===== src/rtl/generador_pulsos_ad_pkg.sv =====
// Shared types and helpers for the up/down push-button strobe generator.
package generador_pulsos_ad_pkg;

  typedef enum logic [1:0] {
    StIdle   = 2'd0,
    StFirst  = 2'd1,
    StHold   = 2'd2,
    StRepeat = 2'd3
  } canal_state_e;

  // Repeat periods below 2 would leave no low cycle between strobes.
  function automatic int unsigned clamp_repeat(input int unsigned cycles);
    return (cycles < 2) ? 2 : cycles;
  endfunction

endpackage


===== src/rtl/generador_pulsos_ad_canal_boton.sv =====
// One button channel: 2-FF synchronizer, debouncer and press/hold/repeat FSM.
module canal_boton
  import generador_pulsos_ad_pkg::*;
#(
  parameter int unsigned DEB_CYCLES    = 1_000_000,
  parameter int unsigned HOLD_CYCLES   = 50_000_000,
  parameter int unsigned REPEAT_CYCLES = 10_000_000,
  parameter int unsigned CW            = 26
) (
  input  logic clk,
  input  logic reset,
  input  logic btn,
  input  logic force_idle,
  output logic stable,
  output logic req
);

  localparam int unsigned RepEff  = clamp_repeat(REPEAT_CYCLES);
  localparam int unsigned HoldEff = (HOLD_CYCLES > 0) ? HOLD_CYCLES - 1 : 0;

  localparam logic [CW-1:0] DebLim  = CW'(DEB_CYCLES);
  localparam logic [CW-1:0] HoldLim = CW'(HoldEff);
  localparam logic [CW-1:0] RepLim  = CW'(RepEff - 1);
  localparam logic [CW-1:0] One     = CW'(1);

  logic [1:0]    sync_q;
  logic          s;
  logic          stable_q, stable_d;
  logic [CW-1:0] deb_q, deb_d;
  canal_state_e  state_q, state_d;
  logic [CW-1:0] cnt_q, cnt_d;

  assign s      = sync_q[1];
  assign stable = stable_q;

  always_comb begin
    stable_d = stable_q;
    deb_d    = '0;
    if (s != stable_q) begin
      if (deb_q == DebLim) begin
        stable_d = s;
      end else begin
        deb_d = deb_q + One;
      end
    end
  end

  // The FSM acts on the level being latched this edge, so the strobe register
  // at the top fires in the cycle right after stable rises.
  always_comb begin
    state_d = state_q;
    cnt_d   = cnt_q;
    req     = 1'b0;
    if (force_idle) begin
      state_d = StIdle;
      cnt_d   = '0;
    end else begin
      unique case (state_q)
        StIdle: begin
          cnt_d = '0;
          if (stable_d) state_d = StFirst;
        end
        StFirst: begin
          req     = stable_d;
          cnt_d   = '0;
          state_d = stable_d ? StHold : StIdle;
        end
        StHold: begin
          if (!stable_d) begin
            state_d = StIdle;
            cnt_d   = '0;
          end else if (cnt_q == HoldLim) begin
            state_d = StRepeat;
            cnt_d   = '0;
          end else begin
            cnt_d = cnt_q + One;
          end
        end
        StRepeat: begin
          if (!stable_d) begin
            state_d = StIdle;
            cnt_d   = '0;
          end else begin
            req   = (cnt_q == '0);
            cnt_d = (cnt_q == RepLim) ? '0 : cnt_q + One;
          end
        end
        default: begin
          state_d = StIdle;
          cnt_d   = '0;
        end
      endcase
    end
  end

  always_ff @(posedge clk or negedge reset) begin
    if (!reset) begin
      sync_q   <= '0;
      stable_q <= 1'b0;
      deb_q    <= '0;
      state_q  <= StIdle;
      cnt_q    <= '0;
    end else begin
      sync_q   <= {sync_q[0], btn};
      stable_q <= stable_d;
      deb_q    <= deb_d;
      state_q  <= state_d;
      cnt_q    <= cnt_d;
    end
  end

endmodule


===== src/rtl/generador_pulsos_ad.sv =====
// Two debounced button channels plus dual-press lockout and strobe arbitration.
module generador_pulsos_ad
  import generador_pulsos_ad_pkg::*;
#(
  parameter int unsigned DEB_CYCLES    = 1_000_000,
  parameter int unsigned HOLD_CYCLES   = 50_000_000,
  parameter int unsigned REPEAT_CYCLES = 10_000_000,
  parameter int unsigned CW            = 26
) (
  input  logic clk,
  input  logic reset,
  input  logic btnUP,
  input  logic btnDOWN,
  output logic enUP,
  output logic enDOWN,
  output logic bloqueo
);

  logic stable_up, stable_dn;
  logic req_up, req_dn;
  logic both_stable, suppress;
  logic up_q, up_d, dn_q, dn_d;
  logic lock_q, lock_d;
  logic pend_up_q, pend_up_d, pend_dn_q, pend_dn_d;
  logic want_up, want_dn;

  assign both_stable = stable_up && stable_dn;
  assign suppress    = lock_q || both_stable;

  canal_boton #(
    .DEB_CYCLES   (DEB_CYCLES),
    .HOLD_CYCLES  (HOLD_CYCLES),
    .REPEAT_CYCLES(REPEAT_CYCLES),
    .CW           (CW)
  ) u_canal_up (
    .clk       (clk),
    .reset     (reset),
    .btn       (btnUP),
    .force_idle(suppress),
    .stable    (stable_up),
    .req       (req_up)
  );

  canal_boton #(
    .DEB_CYCLES   (DEB_CYCLES),
    .HOLD_CYCLES  (HOLD_CYCLES),
    .REPEAT_CYCLES(REPEAT_CYCLES),
    .CW           (CW)
  ) u_canal_dn (
    .clk       (clk),
    .reset     (reset),
    .btn       (btnDOWN),
    .force_idle(suppress),
    .stable    (stable_dn),
    .req       (req_dn)
  );

  assign want_up = req_up || pend_up_q;
  assign want_dn = req_dn || pend_dn_q;

  always_comb begin
    lock_d    = lock_q ? (stable_up || stable_dn) : both_stable;
    up_d      = 1'b0;
    dn_d      = 1'b0;
    pend_up_d = 1'b0;
    pend_dn_d = 1'b0;
    // A request right behind the other channel's strobe waits one cycle.
    if (!suppress) begin
      if (want_up && want_dn) begin
        up_d = 1'b0;
      end else if (want_up) begin
        if (dn_q) pend_up_d = 1'b1;
        else      up_d      = 1'b1;
      end else if (want_dn) begin
        if (up_q) pend_dn_d = 1'b1;
        else      dn_d      = 1'b1;
      end
    end
  end

  always_ff @(posedge clk or negedge reset) begin
    if (!reset) begin
      up_q      <= 1'b0;
      dn_q      <= 1'b0;
      lock_q    <= 1'b0;
      pend_up_q <= 1'b0;
      pend_dn_q <= 1'b0;
    end else begin
      up_q      <= up_d;
      dn_q      <= dn_d;
      lock_q    <= lock_d;
      pend_up_q <= pend_up_d;
      pend_dn_q <= pend_dn_d;
    end
  end

  assign enUP    = up_q;
  assign enDOWN  = dn_q;
  assign bloqueo = lock_q;

endmodule


===== config.mk =====
export PLATFORM = sky130hd
export DESIGN_NAME = generador_pulsos_ad
export DESIGN_NICKNAME = d
export VERILOG_FILES = /design/src/rtl/generador_pulsos_ad_pkg.sv /design/src/rtl/generador_pulsos_ad_canal_boton.sv /design/src/rtl/generador_pulsos_ad.sv
export SDC_FILE = /design/constraint.sdc
export NUM_CORES = 1
export LEC_CHECK = 0
export CAP_MARGIN = 20
export CORE_MARGIN = 2
export CORE_UTILIZATION = 50
export CTS_CLUSTER_SIZE = 28
export DETAILED_ROUTE_END_ITERATION = 12
export DONT_BUFFER_PORTS = 1
export PLACE_DENSITY_LB_ADDON = 0.12
export SLEW_MARGIN = 20
export SYNTH_ARGS = -nofsm -noshare
export SYNTH_HDL_FRONTEND = slang
export SYNTH_SLANG_ARGS = --single-unit

===== constraint.sdc =====
create_clock -name clk -period 2.85 [get_ports clk]
set_input_delay 0.57 -clock clk [delete_from_list [all_inputs] [get_ports clk]]
set_output_delay 0.57 -clock clk [all_outputs]
set_load 0.01 [all_outputs]

==> run_results.csv, run 1 <==
group,metric,value,unit
cells_and_area,diodes,0,
critical_path,worst_ep_arrival_time,2.71,ns
critical_path,r2r_end,"u_canal_dn.cnt_q[20]",
status,violations,"hold timing",
cells_and_area,utilization,0.579,
critical_path,end_kind,"flip-flop",
logic_synthesis,syn_inst,629,
global_route,grt_pass1_wl,21.0,mm
global_route,overflow,0,
logic_synthesis,yosysTopAreaCell,"dfrtp_1",
critical_path,critPathMaxFanout,10,
logic_synthesis,ys.flop_type,"dfrtp_1",
status,status,"finished with violations",
cts,numCtsBuffers,17,
power,powerDensity,600,nW/um^2
logic_synthesis,avgSynthCellArea,9.66,um^2
sta,clock.fmax,0.413,GHz
global_route,antenna_found_initial,0,
critical_path,reg2reg_depth,7,
cells_and_area,fin_nets,650,
cts,cts_tree,"done",
critical_path,r2r-start,"u_canal_dn.cnt_q[0]",
critical_path,critPathLaunch,"u_canal_dn.cnt_q[0]",
route,ant_nets,0,
power,p_sw_frac,0.191,
logic_synthesis,syn_area,6080,um^2
critical_path,crit_type,"reg -> reg",
global_route,grt_pass1_vias,4437,
logic_synthesis,ys_seq_elements,119,
place,port_buffers,0,
logic_synthesis,synth_common_cells,"dfrtp_1, nor2_1, nor3_1, xnor2_1, xor2_1",
sta,whs,-0.146,ns
logic_synthesis,yosys_warnings,0,
floorplan,start_util,0.510,
route,drt-total-wl,11.9,mm
sta,fin_tns_setup,0,ns
floorplan,core,11900,um^2
cts,numClockSinks,119,
cts,h-tree-depth,4,
logic_synthesis,synth.most_common_cell,"dfrtp_1",
cts,postCtsSetupRepairBufs,0,
sta,hold_viol,119,
logic_synthesis,syn_nets,641,
job,cap_violations,0,
power,power.total,4.13,mW
route,wl_per_cell,15.0,um
floorplan,io_pins,7,
critical_path,rrSetupSlack,0.43,ns
critical_path,worstSetupEndpoint,"u_canal_dn.cnt_q[20]",
floorplan,dieArea,13000,um^2
cts,worstSkewPairLatency,0.42,ns
cts,cts.clk_slew.worst_paths,0.05,ns
route,drtPass1Iterations,4,
logic_synthesis,synth_edf_count,0,
floorplan,rows,40,
sta,worst_pin_slew,0.537,ns
sta,fin_crit,2.42,ns
critical_path,cp-start-kind,"flip-flop",
sta,rsz0062_at_grt,"false",
place,globalplace.congestion,0.835,
logic_synthesis,synthArstFlopShare,1.00,
power,comb_power_share,0.009,
logic_synthesis,ys_seq_area_frac,0.490,
sta,finalSetupViolations,0,
sta,relSlewSlack,0.639,
logic_synthesis,synthTopCellsByArea,"dfrtp_1, xnor2_1, xor2_1",
route,via_count,4491,
critical_path,required,3.13,ns
logic_synthesis,yosys.area.top_type_share,0.490,
sta,fin_skew,0.0109,ns
global_route,gr-usage-all-layers,0.204,
cts,root_buffer,"clkbuf_16",
cells_and_area,area_growth,13.5,%
floorplan,dieWidth,114,um
route,drc_errors,0,
floorplan,chipHeight,114,um
hold_path,hold_class,"in -> async",
power,irDropWorstVdd,0.000518,V
power,seq_power_share,0.414,
power,total_leakage_power,2.75,nW
sta,maxSlewViolCount,0,
power,internal-power,3.34,mW
cells_and_area,layout-drive-gt1-share,0.0831,
global_route,grt_max_degree,120,
sta,fin_crit_sh,0.851,
place,dp_hpwl,7.73,mm
route,drt_iter0_drc,348,
power,clockPowerShare,0.577,
cts,clock_path_buffers,2,
logic_synthesis,synth_cell_types,49,
cells_and_area,fillers,1042,
route,avgViaCountPerCell,5.63,
power,switchingPower,0.791,mW
stage by stage:
| step | instance area (um^2) | worst slack (ns) | hold WS [ns] | cells |
|---|---|---|---|---|
| floorplan | 6080 | 0.699 | 0.274 | 629 |
| global placement | 6230 | 0.264 | 0.278 | 766 |
| detailed placement | 6230 | 0.175 | 0.279 | 766 |
| CTS | 6890 | 0.161 | -0.167 | 797 |
| global route | 6890 | 0.119 | -0.175 | 797 |
| finish | 6890 | 0.426 | -0.146 | 797 |
area by class of cell:
type,count,area (um^2),area share
Tap cell,147,184,0.0267
Clock inverter,14,231,0.0336
Clock buffer,17,425,0.0617
Sequential cell,119,2980,0.432
Inverter,21,78.8,0.0114
Timing Repair Buffer,10,75.1,0.0109
Multi-Input combinational cell,469,2920,0.424
routing by layer:
layer | part of all wire | track usage | wire length, um | vias to the layer above
li1 | - | - | - | 2240
met1 | 0.50 | 0.277 | 5960 | 2198
met2 | 0.46 | 0.313 | 5510 | 47
met3 | 0.031 | 0.0598 | 367 | 6
met4 | 0.0085 | 0.0740 | 101 | 0
met5 | 0 | 0 | 0 | -
cell families after synthesis:
| logic type | Yosys count | share of synthesized area |
|---|---|---|
| xor+xnor | 94 | 0.136 |
| fa+ha+maj | 9 | 0.0181 |
| buf+inv | 41 | 0.0305 |
| flops | 119 | 0.490 |
| simple gates | 339 | 0.290 |
| compound gates | 27 | 0.0358 |
power groups by stage:
stage	combinational (mW)	clock [mW]	sequential (mW)
detailed placement	0.0394	0	1.74
global route	0.0444	2.52	1.71
floorplan	0.0289	0	1.74
global placement	0.0387	0	1.74
finish	0.0391	2.38	1.71
CTS	0.0399	2.43	1.71
flip-flops by register name, summed over array words and instances (netlist names), 2 cells and up:
register	flops
u_canal_dn.sync_q	2
u_canal_dn.deb_q	26
u_canal_up.state_q	2
u_canal_up.deb_q	26
u_canal_dn.cnt_q	26
u_canal_up.cnt_q	26
u_canal_dn.state_q	2
u_canal_up.sync_q	2
worst max-delay path, stage by stage (launching register included):
cell,delay [ns]
dfrtp_1,0.38
ha_1,0.21
nand2_1,0.15
or3_1,0.43
o41a_1,0.49
o21ai_4,0.32
buf_4,0.24
nor3_1,0.07
cell usage in the layout, fill, tap and decap left out, types with 4 or more instances in the layout:
| cell type | n |
|---|---|
| and3_1 | 15 |
| o41a_1 | 4 |
| nor2_1 | 97 |
| and4_1 | 10 |
| or3_1 | 4 |
| nand2_1 | 41 |
| nand4_1 | 33 |
| dfrtp_1 | 119 |
| buf_4 | 10 |
| nand3_1 | 31 |
| nor4b_1 | 4 |
| bufinv_16 | 6 |
| nor4_1 | 26 |
| clkbuf_16 | 17 |
| o21ai_0 | 5 |
| xnor2_1 | 52 |
| nor3_1 | 52 |
| inv_1 | 21 |
| xor2_1 | 42 |
| clkinv_2 | 4 |
| ha_1 | 8 |
worst min-delay path by stage:
stage          startpoint              endpoint  slack (ns)  depth (start not counted)
2_1_floorplan       reset               bloqueo        0.27                          0
3_3_place_gp        reset  u_canal_dn.cnt_q[20]        0.28                          0
3_5_place_dp        reset  u_canal_dn.cnt_q[18]        0.28                          0
4_1_cts             reset  u_canal_dn.cnt_q[24]       -0.17                          0
5_1_grt             reset  u_canal_dn.cnt_q[18]       -0.18                          0
6_report            reset  u_canal_dn.cnt_q[18]       -0.15                          0
timing repair:
| action | CTS | global route |
|---|---|---|
| endpoints found under the hold margin | 119 | 119 |
| endpoints found under the setup margin | 0 | 17 |
| resized for setup | 0 | 1 |
(Power assumes the default switching activity.)
==> run 2, diff against run 1 <==
ABC_CLOCK_PERIOD_IN_PS = 2850   (was unset)
CORE_MARGIN = unset   (was 2)
TNS_END_PERCENT = 20   (was unset)
==> run_results.csv, run 2 (same netlist as run 1, synthesis figures left out) <==
group,metric,value,unit
status,status,"finished with violations",
status,violations,"hold timing",
cts,root_buffer,"clkbuf_16",
route,ant_nets,0,
power,seq_power_share,0.436,
hold_path,hold_class,"in -> async",
cts,h-tree-depth,4,
cells_and_area,final_common_cell,"dfrtp_1",
cts,numCtsBuffers,17,
sta,fin_crit,2.43,ns
critical_path,rrSetupSlack,0.42,ns
place,dp_hpwl,7.78,mm
sta,hold_viol,119,
sta,finalSetupViolations,0,
cells_and_area,fillers,993,
sta,fin_skew,0.00901,ns
power,internal-power,3.17,mW
route,drc_errors,0,
power,p_sw_frac,0.193,
route,drt-total-wl,11.9,mm
floorplan,start_util,0.523,
place,port_buffers,0,
sta,relSlewSlack,0.583,
cells_and_area,seq_area,2980,um^2
critical_path,critPathMaxFanout,26,
global_route,grt_pass1_vias,4308,
sta,worst_pin_slew,0.620,ns
critical_path,critPathLaunch,"u_canal_up.deb_q[0]",
global_route,overflow,0,
cells_and_area,diodes,0,
sta,clock.fmax,0.412,GHz
global_route,grt_max_degree,120,
global_route,antenna_found_initial,0,
critical_path,worst_ep_arrival_time,2.76,ns
place,place_worst_setup_slack,0.203,ns
floorplan,chipHeight,112,um
sta,whs,-0.159,ns
power,clockPowerShare,0.554,
place,globalplace.congestion,0.851,
power,total_leakage_power,2.73,nW
cells_and_area,layout-drive-gt1-share,0.0801,
floorplan,core,11600,um^2
global_route,grt_pass1_wl,20.5,mm
cts,cts_tree,"done",
sta,rsz0062_at_grt,"false",
critical_path,end_kind,"flip-flop",
route,wl_per_cell,15.0,um
cells_and_area,multiInputGateArea,2920,um^2
cells_and_area,area_growth,12.4,%
critical_path,required,3.18,ns
global_route,gr-usage-all-layers,0.207,
floorplan,rows,39,
cts,postCtsSetupRepairBufs,0,
sta,fin_crit_sh,0.852,
power,irDropWorstVdd,0.000467,V
power,comb_power_share,0.010,
route,avgViaCountPerCell,5.63,
cells_and_area,mostFrequentLayoutCells,"dfrtp_1, nor2_1, nor3_1, xnor2_1, xor2_1",
critical_path,reg2reg_depth,7,
floorplan,dieWidth,112,um
route,drtPass1Iterations,4,
cts,clock_path_buffers,2,
critical_path,r2r_end,"u_canal_up.cnt_q[2]",
route,drt_iter0_drc,218,
route,via_count,4455,
floorplan,io_pins,7,
power,switchingPower,0.760,mW
sta,fin_tns_setup,0,ns
sta,fin_ws,0.421,ns
cts,cts.clk_slew.worst_paths,0.05,ns
cts,worstSkewPairLatency,0.42,ns
cts,numClockSinks,119,
job,cap_violations,0,
sta,maxSlewViolCount,0,
power,power.total,3.93,mW
cells_and_area,fin_nets,649,
critical_path,crit_type,"reg -> reg",
critical_path,cp-start-kind,"flip-flop",
critical_path,r2r-start,"u_canal_up.deb_q[0]",
power,powerDensity,575,nW/um^2
floorplan,dieArea,12600,um^2
run 2: cell types whose count changed in the layout (fill, tap and decap cells not counted), sizes merged:
cell	change
buf	-1
bufinv	-3
clkbuf	+5
clkinvlp	-2
run 2: worst max-delay path by stage:
stage	end	slack, ns	cells past startpoint
finish	u_canal_up.cnt_q[2]	0.42	7
global route	u_canal_up.cnt_q[25]	0.16	7
CTS	u_canal_up.cnt_q[2]	0.16	7
detailed placement	u_canal_up.cnt_q[25]	0.20	7
global placement	u_canal_up.cnt_q[25]	0.28	7
floorplan	u_canal_up.cnt_q[11]	0.70	7
run 2: timing repair:
action | 4_1_cts | 5_1_grt
hold endpoints to repair | 119 | 119
gates resized for setup | 0 | 1
setup endpoints to repair | 0 | 26
run 2: critical path: stages (launching register included):
cell and delay (ns):
dfrtp_1 0.41, inv_1 0.08, ha_1 0.13, nor4b_1 0.24
nand4_1 0.21, o31ai_1 0.60, nand4_4 0.43, nor2_1 0.24
run 2: metrics by stage:
stage	std cells	hold WS (ns)	util	area, um^2
floorplan	629	0.274	-	6080
global placement	761	0.278	0.535	6220
detailed placement	761	0.278	0.535	6220
CTS	792	-0.170	0.587	6820
global route	792	-0.170	0.588	6830
finish	792	-0.159	0.588	6830
run 2: cell type report:
cell class | count | area share
flip-flops and latches | 119 | 0.436
multi-input cells | 469 | 0.428
clock buffers | 22 | 0.0709
well taps | 143 | 0.0262
clock inverters | 9 | 0.0179
inverters | 21 | 0.0115
repair buffers | 9 | 0.00989
run 2: routing by layer:
metal / wire length, um / track usage / vias up
met5: 0 / 0 / -
met4: 176 / 0.0836 / 0
met3: 498 / 0.0610 / 15
met2: 5400 / 0.313 / 60
met1: 5810 / 0.281 / 2152
li1: - / - / 2228
run 2: power by group through the flow:
stage | Clock [mW] | Sequential, mW | Combinational (mW)
finish | 2.18 | 1.71 | 0.0378
global route | 2.29 | 1.71 | 0.0437
CTS | 2.22 | 1.71 | 0.0383
detailed placement | 0 | 1.74 | 0.0378
global placement | 0 | 1.74 | 0.0375
floorplan | 0 | 1.74 | 0.0289
==> run 3, diff against run 2 <==
CORE_MARGIN = 1   (was unset)
GPL_ROUTABILITY_DRIVEN = 0   (was unset)
RECOVER_POWER = 100   (was unset)
==> run_results.csv, run 3 (same netlist as run 1, synthesis figures left out) <==
group,metric,value,unit
critical_path,cp-start-kind,"flip-flop",
place,port_buffers,0,
cts,worstSkewPairLatency,0.42,ns
sta,fin_crit,2.47,ns
sta,whs,-0.160,ns
cts,numCtsBuffers,17,
critical_path,path_cells,"inv_1, ha_1, nor4b_1, nand4_1, o41a_1, nand2_1, clkbuf_2, nor3_1",
global_route,antenna_found_initial,0,
cts,clock_path_buffers,2,
sta,fin_tns_setup,0,ns
global_route,overflow,0,
place,dp.cells,761,
floorplan,chipHeight,112,um
cells_and_area,layout-drive-gt1-share,0.0740,
global_route,grt_pass1_wl,20.5,mm
route,drt-total-wl,11.9,mm
cells_and_area,diodes,0,
critical_path,slowest_stage,"o41a_1",
route,drc_errors,0,
power,irDropWorstVdd,0.000467,V
power,powerDensity,576,nW/um^2
route,drtPass1Iterations,4,
cts,root_buffer,"clkbuf_16",
sta,fin_skew,0.0105,ns
job,cap_violations,0,
critical_path,required,3.13,ns
cts,h-tree-depth,4,
sta,worst_pin_slew,0.623,ns
place,placed_area,6220,um^2
cts,cts_tree,"done",
place,dp_hpwl,7.78,mm
cells_and_area,final_common_cell,"dfrtp_1",
route,via_count,4468,
critical_path,worst_ep_arrival_time,2.75,ns
route,avgViaCountPerCell,5.64,
floorplan,dieWidth,112,um
route,wl_per_cell,15.0,um
sta,fin_crit_sh,0.865,
sta,hold_viol,119,
power,total_leakage_power,2.72,nW
critical_path,r2r_end,"u_canal_dn.cnt_q[9]",
power,power.total,3.92,mW
critical_path,worstSetupEndpoint,"u_canal_dn.cnt_q[9]",
status,violations,"hold timing",
critical_path,reg2reg_depth,8,
global_route,grt_max_degree,120,
place,place_worst_setup_slack,0.203,ns
global_route,gr-usage-all-layers,0.207,
cells_and_area,mostFrequentLayoutCells,"dfrtp_1, nor2_1, nor3_1, xnor2_1, xor2_1",
route,drt_iter0_drc,215,
sta,maxSlewViolCount,0,
floorplan,rows,39,
sta,finalSetupViolations,0,
hold_path,hold_class,"in -> async",
critical_path,crit_type,"reg -> reg",
critical_path,rrSetupSlack,0.38,ns
sta,clock.fmax,0.405,GHz
floorplan,start_util,0.523,
sta,fin_ws,0.383,ns
cells_and_area,utilization,0.587,
critical_path,cpPeakStageDelay,0.50,ns
critical_path,end_kind,"flip-flop",
critical_path,r2r-start,"u_canal_dn.deb_q[0]",
critical_path,critPathMaxFanout,28,
status,status,"finished with violations",
floorplan,dieArea,12600,um^2
sta,rsz0062_at_grt,"false",
route,ant_nets,0,
cts,cts.clk_slew.worst_paths,0.05,ns
cells_and_area,design_area,6810,um^2
cells_and_area,fin_nets,649,
cts,numClockSinks,119,
critical_path,critPathLaunch,"u_canal_dn.deb_q[0]",
cells_and_area,area_growth,12.1,%
floorplan,io_pins,7,
cts,postCtsSetupRepairBufs,0,
cells_and_area,finalNonFillerCells,792,
sta,relSlewSlack,0.581,
floorplan,core,11600,um^2
global_route,grt_pass1_vias,4308,
run 3: cell types whose count changed in the layout (fill, tap and decap cells not counted), sizes merged:
cell	change
clkbuf	+4
buf	-4
run 3: where the power goes:
group / internal [mW] / switching, mW / leakage [nW]
clock network: 1.45 / 0.726 / 0.302
logic: 0.0133 / 0.0224 / 0.771
registers: 1.70 / 0.0106 / 1.65
total: 3.17 / 0.759 / 2.72
run 3: timing repair:
action	CTS	global route
endpoints found under the hold margin	119	119
setup endpoints to repair	0	26
resized for setup	0	1
run 3: cell type report:
| cell class | count | area [um^2] |
|---|---|---|
| Sequential cell | 119 | 2980 |
| Multi-Input combinational cell | 469 | 2910 |
| Clock buffer | 22 | 484 |
| Clock inverter | 9 | 123 |
| Fill cell | 999 | 4800 |
| Inverter | 21 | 78.8 |
| Timing Repair Buffer | 9 | 55.1 |
| Tap cell | 143 | 179 |
run 3: worst min path at each step:
stage,endpoint,cells past startpoint
global route,u_canal_up.cnt_q[9],0
floorplan,bloqueo,0
CTS,u_canal_dn.stable,0
global placement,u_canal_dn.cnt_q[19],0
finish,u_canal_dn.cnt_q[3],0
detailed placement,u_canal_dn.cnt_q[23],0
run 3: worst max-delay path, delay by kind of cell (launching register included):
| family | cells | cell delay, ns |
|---|---|---|
| adders and majority gates | 1 | 0.13 |
| DFF | 1 | 0.42 |
| AOI/OAI and AO/OA | 1 | 0.50 |
| buffers and inverters | 2 | 0.54 |
| and+or+nand+nor | 4 | 0.73 |
run 3: metal layers:
metal / share of wire / track usage
met5: 0 / 0
met3: 0.041 / 0.0610
met4: 0.015 / 0.0836
met1: 0.49 / 0.281
met2: 0.46 / 0.313
